--- src/rtl/pkt_fifo_ctrl.sv ---
// pkt_fifo_ctrl: packet commit/rollback controller in front of a fifo_sync with write-pointer rewind
module pkt_fifo_ctrl #(
  parameter int ADDR_WIDTH = 11,
  parameter int W_DATA = 19,
  parameter int CNT_WIDTH = 16
) (
  input  logic                  clk,
  input  logic                  reset,
  input  logic                  in_valid,
  output logic                  in_ready,
  input  logic [W_DATA-1:0]     in_data,
  input  logic                  in_last,
  input  logic                  in_drop,
  output logic                  out_valid,
  input  logic                  out_ready,
  output logic [W_DATA-1:0]     out_data,
  output logic                  out_last,
  output logic                  fifo_wen,
  output logic [W_DATA:0]       fifo_wdata,
  input  logic                  fifo_full,
  output logic                  fifo_wrst,
  output logic [ADDR_WIDTH:0]   fifo_rst_wptr,
  output logic                  fifo_rrst,
  output logic [ADDR_WIDTH:0]   fifo_rst_rptr,
  input  logic [ADDR_WIDTH:0]   fifo_wptr,
  output logic                  fifo_ren,
  input  logic [W_DATA:0]       fifo_rdata,
  input  logic [ADDR_WIDTH:0]   fifo_rptr,
  output logic [ADDR_WIDTH:0]   pkts_buffered,
  output logic [CNT_WIDTH-1:0]  drop_cnt,
  output logic [CNT_WIDTH-1:0]  oversize_cnt
);
  localparam int PW = ADDR_WIDTH + 1;
  typedef enum logic {S_PKT, S_DISCARD} state_t;
  state_t state, state_nx;
  logic [PW-1:0] commit_ptr;
  logic [W_DATA:0] buf_mem [2];
  logic [W_DATA:0] head;
  logic [1:0] buf_cnt;
  logic buf_wi, buf_ri, inflight;
  logic accept, oversize, commit, drop, sink_last, pop, last_pop;
  assign oversize = fifo_full && fifo_rptr == commit_ptr && fifo_wptr != commit_ptr;
  assign accept = in_valid && in_ready;
  assign commit = state == S_PKT && accept && in_last && !in_drop;
  assign drop = state == S_PKT && accept && in_last && in_drop;
  assign sink_last = state == S_DISCARD && accept && in_last;
  assign fifo_wdata = {in_last, in_data};
  assign fifo_rst_wptr = commit_ptr;
  assign fifo_rrst = 1'b0;
  assign fifo_rst_rptr = '0;
  assign head = buf_mem[buf_ri];
  assign out_valid = reset && buf_cnt != 2'd0;
  assign out_data = head[W_DATA-1:0];
  assign out_last = head[W_DATA];
  assign pop = out_valid && out_ready;
  assign last_pop = pop && out_last;
  assign fifo_ren = reset && fifo_rptr != commit_ptr && ({1'b0, buf_cnt} + {2'b0, inflight}) < (3'd2 + {2'b0, pop});
  // write FSM state register
  always_ff @(posedge clk)
    state <= !reset ? S_PKT : state_nx;
  // an oversize packet switches to sinking; the sunk packet's last beat returns to normal
  always_comb begin
    state_nx = state == S_PKT ? (oversize ? S_DISCARD : S_PKT) : (sink_last ? S_PKT : S_DISCARD);
  end
  // write-side strobes; a drop beat is consumed but rewinds instead of writing
  always_comb begin
    in_ready = reset && (state == S_DISCARD || !fifo_full);
    fifo_wen = reset && state == S_PKT && in_valid && !fifo_full && !(in_last && in_drop);
    fifo_wrst = reset && state == S_PKT && (oversize || (in_valid && !fifo_full && in_last && in_drop));
  end
  // commit pointer, buffered-packet count and saturating event counters
  always_ff @(posedge clk)
    if (!reset) begin
      commit_ptr <= '0;
      pkts_buffered <= '0;
      drop_cnt <= '0;
      oversize_cnt <= '0;
    end else begin
      if (commit) commit_ptr <= fifo_wptr + 1'b1;
      pkts_buffered <= pkts_buffered + PW'(commit) - PW'(last_pop);
      if (drop && !(&drop_cnt)) drop_cnt <= drop_cnt + 1'b1;
      if (sink_last && !(&oversize_cnt)) oversize_cnt <= oversize_cnt + 1'b1;
    end
  // two-entry output buffer fed by the one-cycle-latency FIFO read
  always_ff @(posedge clk)
    if (!reset) begin
      buf_cnt <= 2'd0;
      buf_wi <= 1'b0;
      buf_ri <= 1'b0;
      inflight <= 1'b0;
    end else begin
      inflight <= fifo_ren;
      if (inflight) begin
        buf_mem[buf_wi] <= fifo_rdata;
        buf_wi <= !buf_wi;
      end
      if (pop) buf_ri <= !buf_ri;
      buf_cnt <= buf_cnt + {1'b0, inflight} - {1'b0, pop};
    end
endmodule

--- config.mk ---
export PLATFORM = sky130hd
export DESIGN_NAME = pkt_fifo_ctrl
export DESIGN_NICKNAME = d
export VERILOG_FILES = /design/src/rtl/pkt_fifo_ctrl.sv
export SDC_FILE = /design/constraint.sdc
export NUM_CORES = 1
export LEC_CHECK = 0
export CORE_MARGIN = 5
export CORE_UTILIZATION = 38
export DETAILED_ROUTE_END_ITERATION = 8
export PLACE_DENSITY_LB_ADDON = 0.25
export REMOVE_ABC_BUFFERS = 1
export SLEW_MARGIN = 20
export SYNTH_ARGS = -nofsm -noshare
export SYNTH_HDL_FRONTEND = slang
export SYNTH_SLANG_ARGS = --single-unit
--- constraint.sdc ---
create_clock -name clk -period 8.2 [get_ports clk]
set_input_delay 0.82 -clock clk [delete_from_list [all_inputs] [get_ports clk]]
set_output_delay 0.82 -clock clk [all_outputs]
set_load 0.01 [all_outputs]
==> impl_metrics.env <==
export IMPL_clkTransAtPathRegs_ns=0.07
export IMPL_diodes=0
export IMPL_post_synth_cell_area_avg_um2=10.3
export IMPL_clock_tree_htree_level_count=3
export IMPL_worst_endpoint_required_ns=7.38
export IMPL_critPathCapture="fifo_ren"
export IMPL_postRouteWirelength_um=12700
export IMPL_slowest_delay_ns=0.62
export IMPL_floorplan_core_area_um2=13800
export IMPL_tritoncts_num_buffers=9
export IMPL_yosys_mux_area_fraction_pct=4.99
export IMPL_finalCriticalPeriod_ns=3.99
export IMPL_main_combinational_cell_family_by_area_after_synthesis="simple AND/OR/NAND/NOR gates"
export IMPL_tritoncts="done"
export IMPL_min_period_over_period_pct=48.6
export IMPL_cts_num_sinks=103
export IMPL_number_of_flops_mapped_to_enable_cells_by_yosys=40
export IMPL_synthTopCellsByArea="dfxtp_1 24%, edfxtp_1 23%, xnor2_1 6.1%"
export IMPL_crit_path_end_kind="output pin"
export IMPL_mappedNetlistArea_um2=5320
export IMPL_synth_simple_gate_area_share_pct=16.6
export IMPL_synth_area_leader_cell="dfxtp_1"
export IMPL_post_cts_setup_buffer_count=0
export IMPL_buffer_ports_inserted=132
export IMPL_floorplan_die_height_um=128
export IMPL_rr_endpoint="pkts_buffered[10]"
export IMPL_cts_max_path_buffers=2
export IMPL_worst_slew_pin_slew_ns=0.966
export IMPL_initial_core_util_pct=38.5
export IMPL_cts_hold_buffers_added=0
export IMPL_cpMostUsedCell="clkdlybuf4s50_1"
export IMPL_route_detailed_vias_per_inst=5.05
export IMPL_worstPathArrival_ns=3.17
export IMPL_ys_types=60
export IMPL_power_static_leakage_nw=2.49
export IMPL_crit_path_cell_trace="clkdlybuf4s50_1 > buf_4 > inv_1 > nor2_1 > nand2_1 > o21ai_0 > nor4b_1 > clkdlybuf4s50_1"
export IMPL_rsz_0062_raised_after_global_routing="no"
export IMPL_floorplan_io_pins=184
export IMPL_drv_cap=0
export IMPL_outcome="finished, final reports clean"
export IMPL_maxClockFrequency_mhz=251
export IMPL_cts_root_buf="clkbuf_16"
export IMPL_async_reset_ff_share_pct=0
export IMPL_worst_slew_margin_rel_pct=35.6
export IMPL_vdd_drop_max_v=0.0000984
export IMPL_synthesis_yosys_warnings=0
export IMPL_detailedRoute_firstPassIterationCount=4
export IMPL_final_number_of_max_transition_violations=0
export IMPL_hold_viol=0
export IMPL_maximum_fanout_encountered_on_the_critical_timing_path=28
export IMPL_grt_overflow_total=0
export IMPL_worst_setup_path_startpoint="reset"
export IMPL_synth_adder_area_share_pct=4.84
export IMPL_initial_antenna_violation_count=0
export IMPL_setup_violations_final=0
export IMPL_synth_xor_xnor_area_share_pct=10.0
export IMPL_r2r_setup_slack_ns=4.69
export IMPL_synthDominantCellAreaShare_pct=23.7
export IMPL_first_pass_grt_wire_length_um=20200
export IMPL_min_delay_path_class="flop to flop"
export IMPL_layout_filler_cells=1271
export IMPL_finalClockSkew_ns=0.00721
export IMPL_layout_core_utilization_pct=50.3
export IMPL_area_growth_syn_to_layout_pct=30.7
export IMPL_postSynth_topFlopCell="dfxtp_1"
export IMPL_drt_antenna_violating_nets=0
export IMPL_setup_total_negative_slack_ns=0
export IMPL_nNetsFinal=722
export IMPL_placementRows=43
export IMPL_drt_iter0_markers=165
export IMPL_startpoint_type="input pin"
export IMPL_route_detailed_drc=0
export IMPL_layout_drive_gt1_share_pct=8.63
export IMPL_post_drt_wl_per_cell_um=15.5
export IMPL_worstRegToRegCells=12
export IMPL_final_replace_weighted_congestion=0.821
export IMPL_route_vias_total=4128
export IMPL_floorplan_die_width_um=128
export IMPL_worst_setup_path_type="input pin to output pin"
export IMPL_die_area_um2=16500
export IMPL_synth_area_in_compound_gates_pct=9.88
export IMPL_dp_hpwl_um=9240
export IMPL_synth_yosys_seq_area_share_pct=46.3
export IMPL_ys_ff_latch=103
export IMPL_critical_path_slowest_cell="clkdlybuf4s50_1"
export IMPL_power_density_cell_area_nw_per_um2=237
export IMPL_syn_instance_count=519
export IMPL_via_count_of_the_first_global_routing_pass=4009
export IMPL_grt_max_degree=50
export IMPL_globalRouteTotalUtil_pct=15.3
export IMPL_cts_resized_gates=0
export IMPL_clk_insertion_delay_late_ns=0.34
-- flip-flops by register name (all words and copies together), names as in the netlist, named ones only --
register,flops
fifo_rst_wptr,12
buf_mem,40
oversize_cnt,16
pkts_buffered,12
buf_cnt,2
inflight,1
buf_ri,1
buf_wi,1
state,1
drop_cnt,16
-- kinds of logic after synthesis --
logic type / Yosys count
and+or+nand+nor: 161
DFF: 103
AOI/OAI and AO/OA: 80
buffers and inverters: 69
xor gates and xnor gates: 61
muxes: 24
adders and majority gates: 20
other: 1
-- power by group --
part	total, mW	switching [mW]	internal [mW]
clock	0.427	0.189	0.238
combinational	0.580	0.277	0.303
sequential	0.641	0.0398	0.601
-- how the worst min path moves through the flow --
stage / cells past startpoint / slack, ns / to / startpoint
6_report: 1 / 0.50 / drop_cnt[15] / drop_cnt[15]
3_3_place_gp: 1 / 0.48 / drop_cnt[15] / drop_cnt[15]
5_1_grt: 1 / 0.55 / drop_cnt[15] / drop_cnt[15]
3_5_place_dp: 1 / 0.48 / drop_cnt[15] / drop_cnt[15]
4_1_cts: 1 / 0.50 / drop_cnt[15] / drop_cnt[15]
2_1_floorplan: 2 / 0.47 / flop / buf_ri
-- through the flow --
step                      worst slack (ns)  instance area, um2  instances  hold WS [ns]  power (mW)
after floorplan                       4.35                5060        485         0.472        1.02
after global placement                4.02                6660        801         0.476        1.22
after detailed placement              3.90                6660        801         0.479        1.24
after CTS                             4.21                6950        817         0.498        1.67
after global routing                  3.95                6950        817         0.547        1.76
final                                 4.21                6950        817         0.497        1.65
-- synth_stat cells, types with 2 or more instances --
cell	n
a31oi_1	2
o21a_1	4
nand2b_1	5
nor4_1	5
xor2_1	24
o31ai_1	4
and4_1	3
a21o_1	2
o2111ai_1	3
nor4b_1	3
nor2_1	45
clkbuf_1	6
a21oi_1	20
and3_1	11
nand4_1	14
ha_1	19
a31o_2	2
a211oi_1	8
mux2_2	20
o21ai_0	19
xnor2_1	37
nor3b_1	2
inv_1	23
and2_1	3
or3_1	3
mux2i_1	4
o211ai_1	5
nand3b_1	3
nand2_1	24
dfxtp_1	63
nor3_2	2
buf_4	33
nor3_1	10
buf_1	4
nand3_1	17
nor2b_1	2
buf_2	3
edfxtp_1	40
-- area by class of cell --
| class | instances | area (um2) | share of cell area [%] |
|---|---|---|---|
| multi-input combinational | 359 | 2530 | 36.4 |
| sequential | 103 | 2460 | 35.4 |
| timing repair buffer | 136 | 1350 | 19.4 |
| clock buffer | 10 | 229 | 3.29 |
| tap | 180 | 225 | 3.24 |
| inverter | 23 | 86.3 | 1.24 |
| clock inverter | 6 | 67.6 | 0.972 |
-- worst max-delay path: cells and delay by family --
kind | cells | cell delay [ns]
buf+inv | 4 | 1.44
compound gates | 1 | 0.20
simple gates | 3 | 0.68
-- routing by layer --
| layer | wire [um] | track usage [%] | share of wire [%] |
|---|---|---|---|
| met1 | 6050 | 21.0 | 48 |
| met2 | 5640 | 23.3 | 45 |
| met3 | 809 | 4.25 | 6.4 |
| met4 | 170 | 4.99 | 1.3 |
| met5 | 0 | 0 | 0 |
-- layout by cell type (no fill, tap or decap), types with 19 or more instances in the layout --
| cell | count |
|---|---|
| edfxtp_1 | 40 |
| a21oi_1 | 20 |
| o21ai_0 | 19 |
| nand2_1 | 24 |
| xor2_1 | 24 |
| dfxtp_1 | 63 |
| clkdlybuf4s50_1 | 132 |
| nor2_1 | 45 |
| inv_1 | 23 |
| ha_1 | 19 |
| xnor2_1 | 37 |
| mux2_2 | 20 |
No activity file was read; power rests on OpenSTA's default activity.
